### src/rtl/conv2d_pkg.sv
// Shared definitions for the 2D convolution blocks: controller states and the
// padding/width rules common to the sequential and combinational variants.
package conv2d_pkg;

  typedef enum logic [1:0] {
    IDLE,
    LOAD,
    CALC,
    OUT
  } state_e;

  // Zero-padding needed on each side for a "same"-size result.
  function automatic int calc_zp(input int n);
    return (n - 1) / 2;
  endfunction

  // Result width: full product plus headroom for summing N*N products.
  function automatic int calc_ow(input int w1, input int w2, input int n);
    return w1 + w2 + n * n - 1;
  endfunction

endpackage

### src/rtl/conv2d_mac.sv
// Single unsigned multiply-accumulate with a registered accumulator; the first
// tap of each output loads the accumulator instead of adding to it.
module conv2d_mac
  import conv2d_pkg::*;
#(
  parameter int WIDTH1 = 8,
  parameter int WIDTH2 = 3,
  parameter int N      = 3
) (
  input  logic                                   clk,
  input  logic                                   rst_n,
  input  logic                                   en_i,
  input  logic                                   first_i,
  input  logic [WIDTH1-1:0]                      pix_i,
  input  logic [WIDTH2-1:0]                      coef_i,
  output logic [calc_ow(WIDTH1, WIDTH2, N)-1:0]  acc_nxt_o
);

  localparam int PW = WIDTH1 + WIDTH2;
  localparam int OW = calc_ow(WIDTH1, WIDTH2, N);

  logic [PW-1:0] prod;
  logic [OW-1:0] acc_q;
  logic [OW-1:0] acc_d;

  always_comb begin
    prod  = PW'(pix_i) * PW'(coef_i);
    acc_d = first_i ? OW'(prod) : acc_q + OW'(prod);
  end

  always_ff @(posedge clk or negedge rst_n) begin
    if (!rst_n) begin
      acc_q <= '0;
    end else if (en_i) begin
      acc_q <= acc_d;
    end
  end

  // The controller captures the completed sum on the same edge as the last tap.
  assign acc_nxt_o = acc_d;

endmodule

### src/rtl/conv2d_seq_ctrl.sv
// Serial-in, serial-out "same"-size 2D convolution: buffers one frame and one
// kernel, then walks every output pixel through a single shared MAC.
module conv2d_seq_ctrl
  import conv2d_pkg::*;
#(
  parameter int M      = 4,
  parameter int N      = 3,
  parameter int WIDTH1 = 8,
  parameter int WIDTH2 = 3
) (
  input  logic                                   clk,
  input  logic                                   rst_n,
  input  logic                                   in_valid,
  input  logic [WIDTH1-1:0]                      in_img,
  input  logic [WIDTH2-1:0]                      in_ker,
  output logic                                   out_valid,
  output logic [calc_ow(WIDTH1, WIDTH2, N)-1:0]  out_data,
  output logic                                   busy
);

  localparam int ZP   = calc_zp(N);
  localparam int OW   = calc_ow(WIDTH1, WIDTH2, N);
  localparam int NPIX = M * M;
  localparam int NTAP = N * N;
  localparam int BW   = (NPIX > 1) ? $clog2(NPIX) : 1;
  localparam int TW   = (NTAP > 1) ? $clog2(NTAP) : 1;
  localparam int RW   = (M > 1) ? $clog2(M) : 1;
  localparam int KW   = (N > 1) ? $clog2(N) : 1;
  localparam int AW   = $clog2(M + N) + 1;

  localparam logic [BW-1:0] B_LAST = BW'(NPIX - 1);
  localparam logic [TW-1:0] T_LAST = TW'(NTAP - 1);
  localparam logic [RW-1:0] R_LAST = RW'(M - 1);
  localparam logic [KW-1:0] K_LAST = KW'(N - 1);
  localparam logic [AW-1:0] ZP_A   = AW'(ZP);
  localparam logic [AW-1:0] HI_A   = AW'(M + ZP);
  localparam logic [BW-1:0] M_B    = BW'(M);
  localparam logic [BW:0]   NTAP_B = (BW + 1)'(NTAP);

  state_e            state_q;
  logic [BW-1:0]     beat_q;
  logic [RW-1:0]     i_q, j_q;
  logic [KW-1:0]     k_q, h_q;
  logic [TW-1:0]     t_q;
  logic [WIDTH1-1:0] img_q [NPIX];
  logic [WIDTH2-1:0] ker_q [NTAP];
  logic              out_valid_q;
  logic [OW-1:0]     out_data_q;
  logic              busy_q;

  logic [AW-1:0]     r_sum, c_sum, r_img, c_img;
  logic              in_rng;
  logic [BW-1:0]     rd_idx;
  logic [WIDTH1-1:0] pix;
  logic [WIDTH2-1:0] coef;
  logic              mac_en, mac_first;
  logic [OW-1:0]     acc_nxt;

  // Tap (k,h) of output (i,j) reads image (i+k-ZP, j+h-ZP); sums are kept
  // offset by ZP so the padding test needs no signed arithmetic.
  always_comb begin
    r_sum     = AW'(i_q) + AW'(k_q);
    c_sum     = AW'(j_q) + AW'(h_q);
    r_img     = r_sum - ZP_A;
    c_img     = c_sum - ZP_A;
    in_rng    = (r_sum >= ZP_A) && (r_sum < HI_A) && (c_sum >= ZP_A) && (c_sum < HI_A);
    rd_idx    = BW'(r_img) * M_B + BW'(c_img);
    pix       = in_rng ? img_q[rd_idx] : '0;
    coef      = ker_q[t_q];
    mac_en    = (state_q == CALC);
    mac_first = (t_q == '0);
  end

  conv2d_mac #(
    .WIDTH1 (WIDTH1),
    .WIDTH2 (WIDTH2),
    .N      (N)
  ) u_mac (
    .clk       (clk),
    .rst_n     (rst_n),
    .en_i      (mac_en),
    .first_i   (mac_first),
    .pix_i     (pix),
    .coef_i    (coef),
    .acc_nxt_o (acc_nxt)
  );

  always_ff @(posedge clk or negedge rst_n) begin
    if (!rst_n) begin
      state_q     <= IDLE;
      beat_q      <= '0;
      i_q         <= '0;
      j_q         <= '0;
      k_q         <= '0;
      h_q         <= '0;
      t_q         <= '0;
      out_valid_q <= 1'b0;
      out_data_q  <= '0;
      busy_q      <= 1'b0;
      for (int p = 0; p < NPIX; p++) img_q[p] <= '0;
      for (int p = 0; p < NTAP; p++) ker_q[p] <= '0;
    end else begin
      case (state_q)
        IDLE: begin
          if (in_valid) begin
            img_q[0] <= in_img;
            ker_q[0] <= in_ker;
            beat_q   <= BW'(1);
            busy_q   <= 1'b1;
            state_q  <= LOAD;
          end
        end
        LOAD: begin
          // A gap in in_valid simply holds the beat counter.
          if (in_valid) begin
            img_q[beat_q] <= in_img;
            if ({1'b0, beat_q} < NTAP_B) ker_q[beat_q[TW-1:0]] <= in_ker;
            if (beat_q == B_LAST) begin
              beat_q  <= '0;
              state_q <= CALC;
            end else begin
              beat_q <= beat_q + 1'b1;
            end
          end
        end
        CALC: begin
          if (h_q == K_LAST) begin
            h_q <= '0;
            k_q <= (k_q == K_LAST) ? '0 : k_q + 1'b1;
          end else begin
            h_q <= h_q + 1'b1;
          end
          if (t_q == T_LAST) begin
            t_q         <= '0;
            out_valid_q <= 1'b1;
            out_data_q  <= acc_nxt;
            state_q     <= OUT;
          end else begin
            t_q <= t_q + 1'b1;
          end
        end
        OUT: begin
          out_valid_q <= 1'b0;
          out_data_q  <= '0;
          if (j_q == R_LAST) begin
            j_q <= '0;
            if (i_q == R_LAST) begin
              i_q     <= '0;
              busy_q  <= 1'b0;
              state_q <= IDLE;
            end else begin
              i_q     <= i_q + 1'b1;
              state_q <= CALC;
            end
          end else begin
            j_q     <= j_q + 1'b1;
            state_q <= CALC;
          end
        end
        default: state_q <= IDLE;
      endcase
    end
  end

  assign out_valid = out_valid_q;
  assign out_data  = out_data_q;
  assign busy      = busy_q;

endmodule

### config.mk
export PLATFORM = sky130hd
export DESIGN_NAME = conv2d_seq_ctrl
export DESIGN_NICKNAME = d
export VERILOG_FILES = /design/src/rtl/conv2d_pkg.sv /design/src/rtl/conv2d_mac.sv /design/src/rtl/conv2d_seq_ctrl.sv
export SDC_FILE = /design/constraint.sdc
export NUM_CORES = 1
export LEC_CHECK = 0
export CAP_MARGIN = 20
export CORE_ASPECT_RATIO = 1.5
export CORE_MARGIN = 10
export CORE_UTILIZATION = 55
export DETAILED_ROUTE_END_ITERATION = 6
export PLACE_DENSITY = 0.7
export SKIP_LAST_GASP = 1
export SYNTH_ARGS = -nofsm -noshare
export SYNTH_HDL_FRONTEND = slang
export SYNTH_SLANG_ARGS = --single-unit
### constraint.sdc
create_clock -name clk -period 10.3 [get_ports clk]
set_input_delay 2.575 -clock clk [delete_from_list [all_inputs] [get_ports clk]]
set_output_delay 2.575 -clock clk [all_outputs]
set_load 0.03 [all_outputs]
* Word level (Yosys, flattened, before mapping)
Cells that the tools add are included.
Cells by class: bitwise logic cells 3, add/sub/neg operators 12, mux-type cells 45, multipliers 1, equality and inequality tests 16, $lt $le $gt $ge 9, reductions and logical operators 18
Operator list (number):
- $bwmux W128 | 1
- $mux W128 | 1
- $mux W27 | 2
- $mux W8 | 5
- $mux W19 | 2
- $pmux W19 S2 | 1
- $bmux W8 S4 | 1
- $demux W8 S4 | 1
- $bwmux W27 | 1
- $mux W2 | 10
- $add A19 B11 Y19 | 1
- $mux W4 | 4
- $pmux W8 S2 | 1
- $ge A5 B5 Y1 const B | 3
- $not A4 Y5 | 3
- $bmux W3 S4 | 1
- $demux W3 S4 | 1
- $eq A2 B2 Y1 const B | 6
- $mux W3 | 4
- $ne A2 B2 Y1 const B | 6
- $reduce_and A4 Y1 | 3
- $mul A8 B3 Y11 | 1
- $add A2 B1 Y2 const B | 4
- $add A4 B1 Y4 const B | 2
- other kinds (22) | 39
Storage, ports and cells: logic and storage cells 140, register bits 213

* Logic depth before layout (Yosys ltp)
Gate-level depths: netlist (run 1).
word-level depth 13, mapped depth 28, mapped depth without buffers 26

* Cells and area by module
Synthesis (run 1) repeated with hierarchy kept, for this count alone.
Unflattened totals: cells, all modules 877, area, all modules 11199.5 µm²
Modules (own cells, without submodules):
- conv2d_seq_ctrl | cells an instance 607, instances 1, area an instance 8948.6 µm², seq. area each 4854.7 µm²
- conv2d_mac | cells an instance 270, instances 1, area an instance 2250.9 µm², seq. area each 475.5 µm²

* Worst setup path before layout (run 1)
No wires, ideal clock.
kind flip-flop to flip-flop, start register j_q[0], end register out_data_q[17], in the netlist out_data[17], arrival 6.616 ns, setup slack 3.558 ns, period minus slack after synthesis 6.742 ns, required time 10.174 ns, cell stages (with the launch flop) 28, cell sequence dfrtp_1 > ha_1 > fa_1 > inv_1 > ha_1 > inv_1 > fa_1 > buf_2 > buf_1 > mux4_2 > mux4_2 > nand2_1 > nor2b_1 > fa_1 > ha_1 > fa_1 > a21o_1 > a21oi_1 > o211ai_1 > xor2_1 > ha_1 > and4_1 > nand2_1 > a21oi_1 > o41ai_1 > buf_2 > or2_2 > a221o_1
Between the ends: word-level cells in the longest chain between the ends 13, elaborated cells on any way between the ends 17, those cells by class add/sub: 4; mul: 1; order compare: 2; mux: 7; bitwise: 1; reduce/logical: 2
RTL lines:
- start: declaration | line conv2d_seq_ctrl.sv:42 | logic [RW-1:0] i_q, j_q;
- start signal: assignment | line conv2d_seq_ctrl.sv:156 | j_q <= j_q + 1'b1;
- $add A2 B2 Y3 * | line conv2d_seq_ctrl.sv:63 | c_sum = AW'(j_q) + AW'(h_q);
- $sub A3 B1 Y4 | line conv2d_seq_ctrl.sv:65 | c_img = c_sum - ZP_A;
- $add A4 B4 Y4 | line conv2d_seq_ctrl.sv:67 | rd_idx = BW'(r_img) * M_B + BW'(c_img);
- $not A4 Y5 (not written as such) | line conv2d_seq_ctrl.sv:68 | pix = in_rng ? img_q[rd_idx] : '0;
- $bmux W8 S4 | line conv2d_seq_ctrl.sv:68
- $mux W8 (not written as such) (2 in series) | line conv2d_seq_ctrl.sv:68
- $mux W8 * | line conv2d_seq_ctrl.sv:68
- $mul A8 B3 Y11 * | line conv2d_mac.sv:27 | prod = PW'(pix_i) * PW'(coef_i);
- $add A19 B11 Y19 * | line conv2d_mac.sv:28 | acc_d = first_i ? OW'(prod) : acc_q + OW'(prod);
- $mux W19 * | line conv2d_mac.sv:28
- $mux W19 * | line conv2d_seq_ctrl.sv:133 | if (t_q == T_LAST) begin
- $pmux W19 S2 * | line conv2d_seq_ctrl.sv:103 | case (state_q)
- end signal: assignment | line conv2d_seq_ctrl.sv:136 | out_data_q <= acc_nxt;
- end: declaration | line conv2d_seq_ctrl.sv:48 | logic [OW-1:0] out_data_q;
Every way passes the cells marked *; elsewhere a longest branch is shown, timed or not. The select of a mux whose other input is x is not followed. A chain may end at the register's enable or synchronous reset.

* Worst setup path after layout (run 1)
start register h_q[0], end register out_data_q[15], in the netlist out_data[15]
Between the ends: word-level cells in the longest chain between the ends 13, elaborated cells on any way between the ends 17, those cells by class add/sub: 4; mul: 1; order compare: 2; mux: 7; bitwise: 1; reduce/logical: 2
RTL lines:
- start: declaration | line conv2d_seq_ctrl.sv:43 | logic [KW-1:0] k_q, h_q;
- start signal: assignment | line conv2d_seq_ctrl.sv:131 | h_q <= h_q + 1'b1;
- $add A2 B2 Y3 * | line conv2d_seq_ctrl.sv:63
- $sub A3 B1 Y4 | line conv2d_seq_ctrl.sv:65
- $add A4 B4 Y4 | line conv2d_seq_ctrl.sv:67
- $not A4 Y5 (not written as such) | line conv2d_seq_ctrl.sv:68
- $bmux W8 S4 | line conv2d_seq_ctrl.sv:68
- $mux W8 (not written as such) (2 in series) | line conv2d_seq_ctrl.sv:68
- $mux W8 * | line conv2d_seq_ctrl.sv:68
- $mul A8 B3 Y11 * | line conv2d_mac.sv:27
- $add A19 B11 Y19 * | line conv2d_mac.sv:28
- $mux W19 * | line conv2d_mac.sv:28
- $mux W19 * | line conv2d_seq_ctrl.sv:133
- $pmux W19 S2 * | line conv2d_seq_ctrl.sv:103
Marks and branches as above.

==> metrics, run 1 <==
status completed; worst slack, placed ~2800 ps; highest-count cells in the layout ignoring fill and taps 213 x sky130_fd_sc_hd__dfrtp_1, 158 x sky130_fd_sc_hd__mux2_2, 83 x sky130_fd_sc_hd__nand2_1, 36 x sky130_fd_sc_hd__ha_1, 34 x sky130_fd_sc_hd__o21ai_0; biggest area contributors in the synthesized netlist sky130_fd_sc_hd__dfrtp_1 47%, sky130_fd_sc_hd__mux2_2 16%, sky130_fd_sc_hd__mux4_2 6.6%, sky130_fd_sc_hd__ha_1 4.1%, sky130_fd_sc_hd__nand2_1 2.8%; setup skew after layout between 20 and 25 ps; Max-slew headroom between 30 and 40%; Avg Vias per Cell roughly 6.0; via count of the first global-routing pass about 7600; Placed Instances ~1200; DRC violation count after routing 0; growth of design area from synthesis to finish 12.09%; buffer depth of the longest clock path 3; height of the chip 195.7 um; total routing resource utilization after global routing a little under a fifth; class of the tightest hold or removal check register to register; core region area between 0.02 and 0.025 sq mm; slew at the pin closest to its max-slew limit roughly 1000 ps; maximum operating frequency 133.2 MHz; post-detailed-placement half-perimeter wirelength between 15000 and 20000 um; vias after detailed routing 7270; peak fanout along the critical path 35; clock network latency to the later pin of the worst-skew pair roughly 510 ps; pin count of the biggest net entering global routing 86; initial core utilization between 50% and 60%; Main synth FF type sky130_fd_sc_hd__dfrtp_1; total of buffers placed on input and output ports 34; routed length per instance slightly above 20 um; DRT Pass-1 Iters 4; CP required ~11000 ps; Setup Fix Bufs, Post-CTS 0; number of standard cells after synthesis 907; antenna violations before repair 0; buffer and inverter count on the worst path 3; number of placement rows 64; mean instance size in the synthesized netlist 12.47 sq um; leading area contributor after synthesis sky130_fd_sc_hd__dfrtp_1; layout cell share with drive strength beyond 1 between 20 and 30%; Total Routed Length 24630 um; critical path cell sequence ha_2 > buf_4 > ha_1 > inv_1 > fa_1 > buf_4 > mux4_2 > mux4_2 > nand2_1 > nor2b_1 > fa_1 > ha_1 > fa_1 > a21o_1 > a21oi_1 > o211ai_1 > xor2_1 > ha_1 > a21oi_1 > o22ai_1 > o41ai_2 > nor4_1 > a221o_1; Max Cap Viol 0; startpoint class of the critical path register; # H-tree levels 1; number of clock sinks seen by CTS about 210; number of hold violations in the final report 0; number of primary I/O pins 35; final std cells w/o fill 1207; cts repair resizes 0; Die ar. approximately 0.027 sq mm; Top delay family on crit path adder cells; number of nets in the finished design 990; synthesis-stage register bit count around 210; leading cell type in the layout, fill and taps excluded sky130_fd_sc_hd__dfrtp_1; first-pass GRT wire length slightly above 40000 um; library cell used as clock root buffer sky130_fd_sc_hd__clkbuf_16; number of flops mapped to enable cells by yosys 0; post-synthesis sequential area ratio 47.11%; overflow left after global routing 0; library cells used by synthesis 67; Largest stage delay, worst path between 800 and 900 ps; routability congestion estimate about 0.93; setup TNS 0 ps; Reg clk slew, reported paths about 70 ps; Crit. End Element register; shortest clock period the worst path allows after layout between 7000 and 8000 ps; Async SR Flop Fraction 100.0%; antenna violation net count after detailed routing 0; quantity of hold-fixing buffers added after cts 0; final critical-path setup slack 2795 ps; endpoints failing setup 0; clock tree from TritonCTS yes; RSZ-0062 raised after global routing false; CP max stage cell sky130_fd_sc_hd__o41ai_2; count of antenna diodes in the layout 0; summed instance area of the synthesized netlist around 0.011 sq mm; Tcrit/Tclk final 72.87%; area fraction of the dominant cell type after synthesis a little under half; iteration-0 DRC count of the detailed router about 380; yosys warns 0; Worst EP arrival a little under 8000 ps; final slew viol count 0; Fillers approximately 1600; TritonCTS buffer count 22; syn nets between 900 and 1000; startpoint-to-endpoint class of the critical path register to register; overall die width 137.1 um
[logic make-up (layout without fill, tap and decap cells)]
family / Yosys count / after routing / share of synthesized area, %
buf+inv: 79 / 115 / 3.085
mux: 211 / 211 / 25.64
compound gates: 127 / 127 / 7.376
xor+xnor: 16 / 16 / 1.371
flops: 213 / 213 / 47.11
fa+ha+maj: 48 / 48 / 6.038
simple gates: 213 / 213 / 9.377
[cells in the mapped netlist, drive strengths merged, types with 10 or more instances]
library cell / count
fa: 11
o21ai: 37
a21oi: 31
clkbuf: 29
mux4: 44
mux2: 158
buf: 20
inv: 30
nand2: 83
ha: 37
nand3: 23
dfrtp: 213
nor3: 10
nor2: 37
[flip-flops by register name, indices dropped and copies added (netlist names), 2 cells and up]
register and count:
h_q 2, out_data 19, u_mac.acc_q 19, img_q 128
state_q 2, j_q 2, k_q 2, t_q 4
ker_q 27, i_q 2, beat_q 4
[metal layers]
layer / GRT usage [%] / wire length [um] / up-vias
li1: - / - / 3357
met1: 22.65 / 9947 / 3736
met2: 33.48 / 13140 / 137
met3: 2.404 / 892 / 40
met4: 5.912 / 652 / 0
met5: 0 / 0 / -
[tightest hold or removal path: cells and delay by family, from the launching register on]
| family | cells | cell delay [ps] |
|---|---|---|
| flops | 1 | 340 |
| simple gates | 1 | 50 |
| compound gates | 1 | 60 |
[area by class of cell]
type / instances / area, sq um / area share, %
multi-input combinational: 615 / 5645 / 44.51
sequential: 213 / 5330 / 42.03
clock buffer: 29 / 648.1 / 5.110
timing repair buffer: 46 / 434.2 / 3.423
tap: 264 / 330.3 / 2.605
clock inverter: 10 / 181.4 / 1.431
inverter: 30 / 112.6 / 0.8879
[path summary, 6_finish.rpt]
check                             from              end  slack (ps)  cells past startpoint
max                             h_q[0]     out_data[15]        2790                     23
min                        out_data[6]      out_data[6]         470                      2
max reg2reg                     h_q[0]     out_data[15]        2790                     23
min reg2reg                out_data[6]      out_data[6]         470                      2
max in group asynchronous        rst_n       img_q[125]        6720                      2
min in group asynchronous        rst_n  u_mac.acc_q[14]        2100                      1
[stage by stage]
| step | util (%) | hold WS (ps) | cell area [sq um] |
|---|---|---|---|
| after CTS | 62.35 | 483.0 | 12680 |
| after global placement | 58.27 | 460.7 | 11850 |
| after detailed placement | 58.27 | 469.3 | 11850 |
| after global routing | 62.35 | 508.3 | 12680 |
| after floorplan | - | 456.3 | 11310 |
| final | 62.35 | 474.3 | 12680 |
Power of run 1 is not shown: default switching activity piles up to over one toggle a cycle in this logic, so the estimate is an artifact.
==> run 2, diff against run 1 <==
==> constraint.sdc (replaced) <==
create_clock -name clk -period 7 [get_ports clk]
set_input_delay 1.75 -clock clk [delete_from_list [all_inputs] [get_ports clk]]
set_output_delay 1.75 -clock clk [all_outputs]
set_load 0.03 [all_outputs]
==> metrics, run 2 (same netlist as run 1, synthesis figures left out) <==
status completed (unchanged); slack of the worst reg-to-reg path 210 ps (was 2790 ps); Total Routed Length 25560 um (was 24630 um); TritonCTS buffer count 22 (unchanged); buffer depth of the longest clock path 3 (unchanged); final slew viol count 0 (unchanged); Die ar. 0.02683 sq mm (unchanged); clock tree from TritonCTS yes (unchanged); Avg Vias per Cell 5.985 (was 6.023); origin of the critical flop-to-flop path j_q[0] (was h_q[0]); library cell used as clock root buffer sky130_fd_sc_hd__clkbuf_16 (unchanged); quantity of hold-fixing buffers added after cts 0 (unchanged); post-detailed-placement half-perimeter wirelength 16790 um (was 16950 um); initial core utilization 55.63% (unchanged); antenna violations before repair 0 (unchanged); endpoints failing setup 0 (unchanged); via count of the first global-routing pass 7653 (was 7595); total of buffers placed on input and output ports 34 (unchanged); number of placement rows 64 (unchanged); number of clock sinks seen by CTS 213 (unchanged); Worst Reg2Reg Path Length in Cells 26 (was 23); Max Cap Viol 0 (unchanged); Crit. End Element register (unchanged); Tcrit/Tclk final 96.95% (was 72.87%); reg-to-reg endpoint out_data[15] (unchanged); class of the tightest hold or removal check register to register (unchanged); number of flip-flops under the largest register name 128 (unchanged); Worst EP arrival 7180 ps (was 7890 ps); DRT Pass-1 Iters 4 (unchanged); top register by number of flip-flops img_q (unchanged); slew at the pin closest to its max-slew limit 913.1 ps (was 1007 ps); Max-slew headroom 38.96% (was 32.15%); highest-count cells in the layout ignoring fill and taps 213 x sky130_fd_sc_hd__dfrtp_1, 158 x sky130_fd_sc_hd__mux2_2, 82 x sky130_fd_sc_hd__nand2_1, 34 x sky130_fd_sc_hd__mux4_2, 33 x sky130_fd_sc_hd__clkdlybuf4s50_1 (was 213 x sky130_fd_sc_hd__dfrtp_1, 158 x sky130_fd_sc_hd__mux2_2, 83 x sky130_fd_sc_hd__nand2_1, 36 x sky130_fd_sc_hd__ha_1, 34 x sky130_fd_sc_hd__o21ai_0); Fillers 1543 (was 1608); clock network latency to the later pin of the worst-skew pair 510 ps (about the same); startpoint class of the critical path register (unchanged); pin count of the biggest net entering global routing 100 (was 86); Reg clk slew, reported paths 70 ps (about the same); routed length per instance 20.81 um (was 20.41 um); number of primary I/O pins 35 (unchanged); first-pass GRT wire length 41470 um (was 40720 um); layout cell share with drive strength beyond 1 32.16% (was 28.31%); count of antenna diodes in the layout 0 (unchanged); routability congestion estimate 0.8923 (was 0.9291); height of the chip 195.7 um (unchanged); setup skew after layout 13.14 ps (was 21.10 ps); shortest clock period the worst path allows after layout 6787 ps (was 7506 ps); # H-tree levels 1 (unchanged); CP required 7390 ps (was 10680 ps); biggest regs img_q x128, ker_q x27 (unchanged); peak fanout along the critical path 7 (was 35); number of hold violations in the final report 0 (unchanged); DRC violation count after routing 0 (unchanged); startpoint-to-endpoint class of the critical path register to register (unchanged); core region area 0.02034 sq mm (unchanged); overall die width 137.1 um (unchanged); vias after detailed routing 7349 (was 7270); final worst hold slack 474.7 ps (was 474.3 ps); Min-Delay Startpoint out_data[6] (unchanged); total routing resource utilization after global routing 19.23% (was 18.74%); growth of design area from synthesis to finish 14.69% (was 12.09%); overflow left after global routing 0 (unchanged); leading cell type in the layout, fill and taps excluded sky130_fd_sc_hd__dfrtp_1 (unchanged); number of nets in the finished design 1012 (was 990); iteration-0 DRC count of the detailed router 392 (was 375); worst hold stages 2 (unchanged); antenna violation net count after detailed routing 0 (unchanged); worst hold endpoint out_data[6] (unchanged); maximum operating frequency 147.3 MHz (was 133.2 MHz)
## run 2: changes by cell type in the layout (fill, tap and decap cells not counted), moves of 4 or more
cell,before,now
sky130_fd_sc_hd__ha_1,36,29
sky130_fd_sc_hd__inv_2,0,4
sky130_fd_sc_hd__ha_4,0,6
sky130_fd_sc_hd__clkbuf_1,1,5
sky130_fd_sc_hd__buf_4,12,28
sky130_fd_sc_hd__inv_1,30,26
## run 2: timing repair
action / 4_1_cts / 5_1_grt
pin swaps: 0 / 18
setup buffers: 0 / 17
endpoints found under the setup margin: 3 / 17
cloned: 0 / 3
gates resized for setup: 1 / 37
## run 2: layout make-up
cell class                 instances  area, sq um  area share [%]
clock buffer                      31        635.6           4.898
multi-input combinational        615         5779           44.54
sequential                       213         5330           41.08
clock inverter                     7        121.4          0.9353
tap                              264        330.3           2.546
inverter                          30        112.6          0.8678
timing repair buffer              68        666.9           5.139
## run 2: stage by stage
stage	setup WS [ps]	area, sq um	std cells	utilization (%)	TNS (ps)
after floorplan	257.7	11310	907	-	0
after CTS	76.47	12650	1209	62.20	0
after detailed placement	25.12	11890	1171	58.46	0
after global placement	80.30	11890	1171	58.46	0
after global routing	-64.59	12980	1228	63.80	-232.3
final	213.4	12980	1228	63.80	0
## run 2: per-layer routing
metal	GRT usage, %	part of all wire (%)	vias up
met4	5.403	2.7	0
met1	23.47	41	3783
met3	2.353	3.3	42
li1	-	-	3391
met5	0	0	-
met2	34.50	53	133
## run 2: worst max path at each step
stage,from,end,slack [ps],cells after the start
after detailed placement,h_q[0],out_data[17],30,26
after CTS,h_q[0],out_data[17],80,26
final,j_q[0],out_data[15],210,26
after floorplan,j_q[0],out_data[17],260,27
after global routing,j_q[0],u_mac.acc_q[16],-60,28
after global placement,j_q[0],out_data[17],80,26
## run 2: worst max-delay path, stage by stage (launching register included)
cell,delay [ps]
sky130_fd_sc_hd__dfrtp_1,410
sky130_fd_sc_hd__ha_2,210
sky130_fd_sc_hd__fa_1,530
sky130_fd_sc_hd__inv_2,120
sky130_fd_sc_hd__ha_4,140
sky130_fd_sc_hd__inv_2,30
sky130_fd_sc_hd__fa_2,670
sky130_fd_sc_hd__clkbuf_16,210
sky130_fd_sc_hd__mux4_2,300
sky130_fd_sc_hd__mux4_2,480
sky130_fd_sc_hd__nand2_1,100
sky130_fd_sc_hd__nor2b_1,70
sky130_fd_sc_hd__fa_1,450
sky130_fd_sc_hd__ha_2,200
sky130_fd_sc_hd__fa_2,350
sky130_fd_sc_hd__a21o_1,200
sky130_fd_sc_hd__a21oi_4,170
sky130_fd_sc_hd__o211ai_1,110
sky130_fd_sc_hd__xor2_1,200
sky130_fd_sc_hd__ha_1,380
sky130_fd_sc_hd__and4_1,240
sky130_fd_sc_hd__nand2_1,70
sky130_fd_sc_hd__a21oi_2,170
sky130_fd_sc_hd__o41ai_2,90
sky130_fd_sc_hd__buf_4,170
sky130_fd_sc_hd__or2_2,280
sky130_fd_sc_hd__a221o_1,300
Power of run 2 is left out for the same reason.
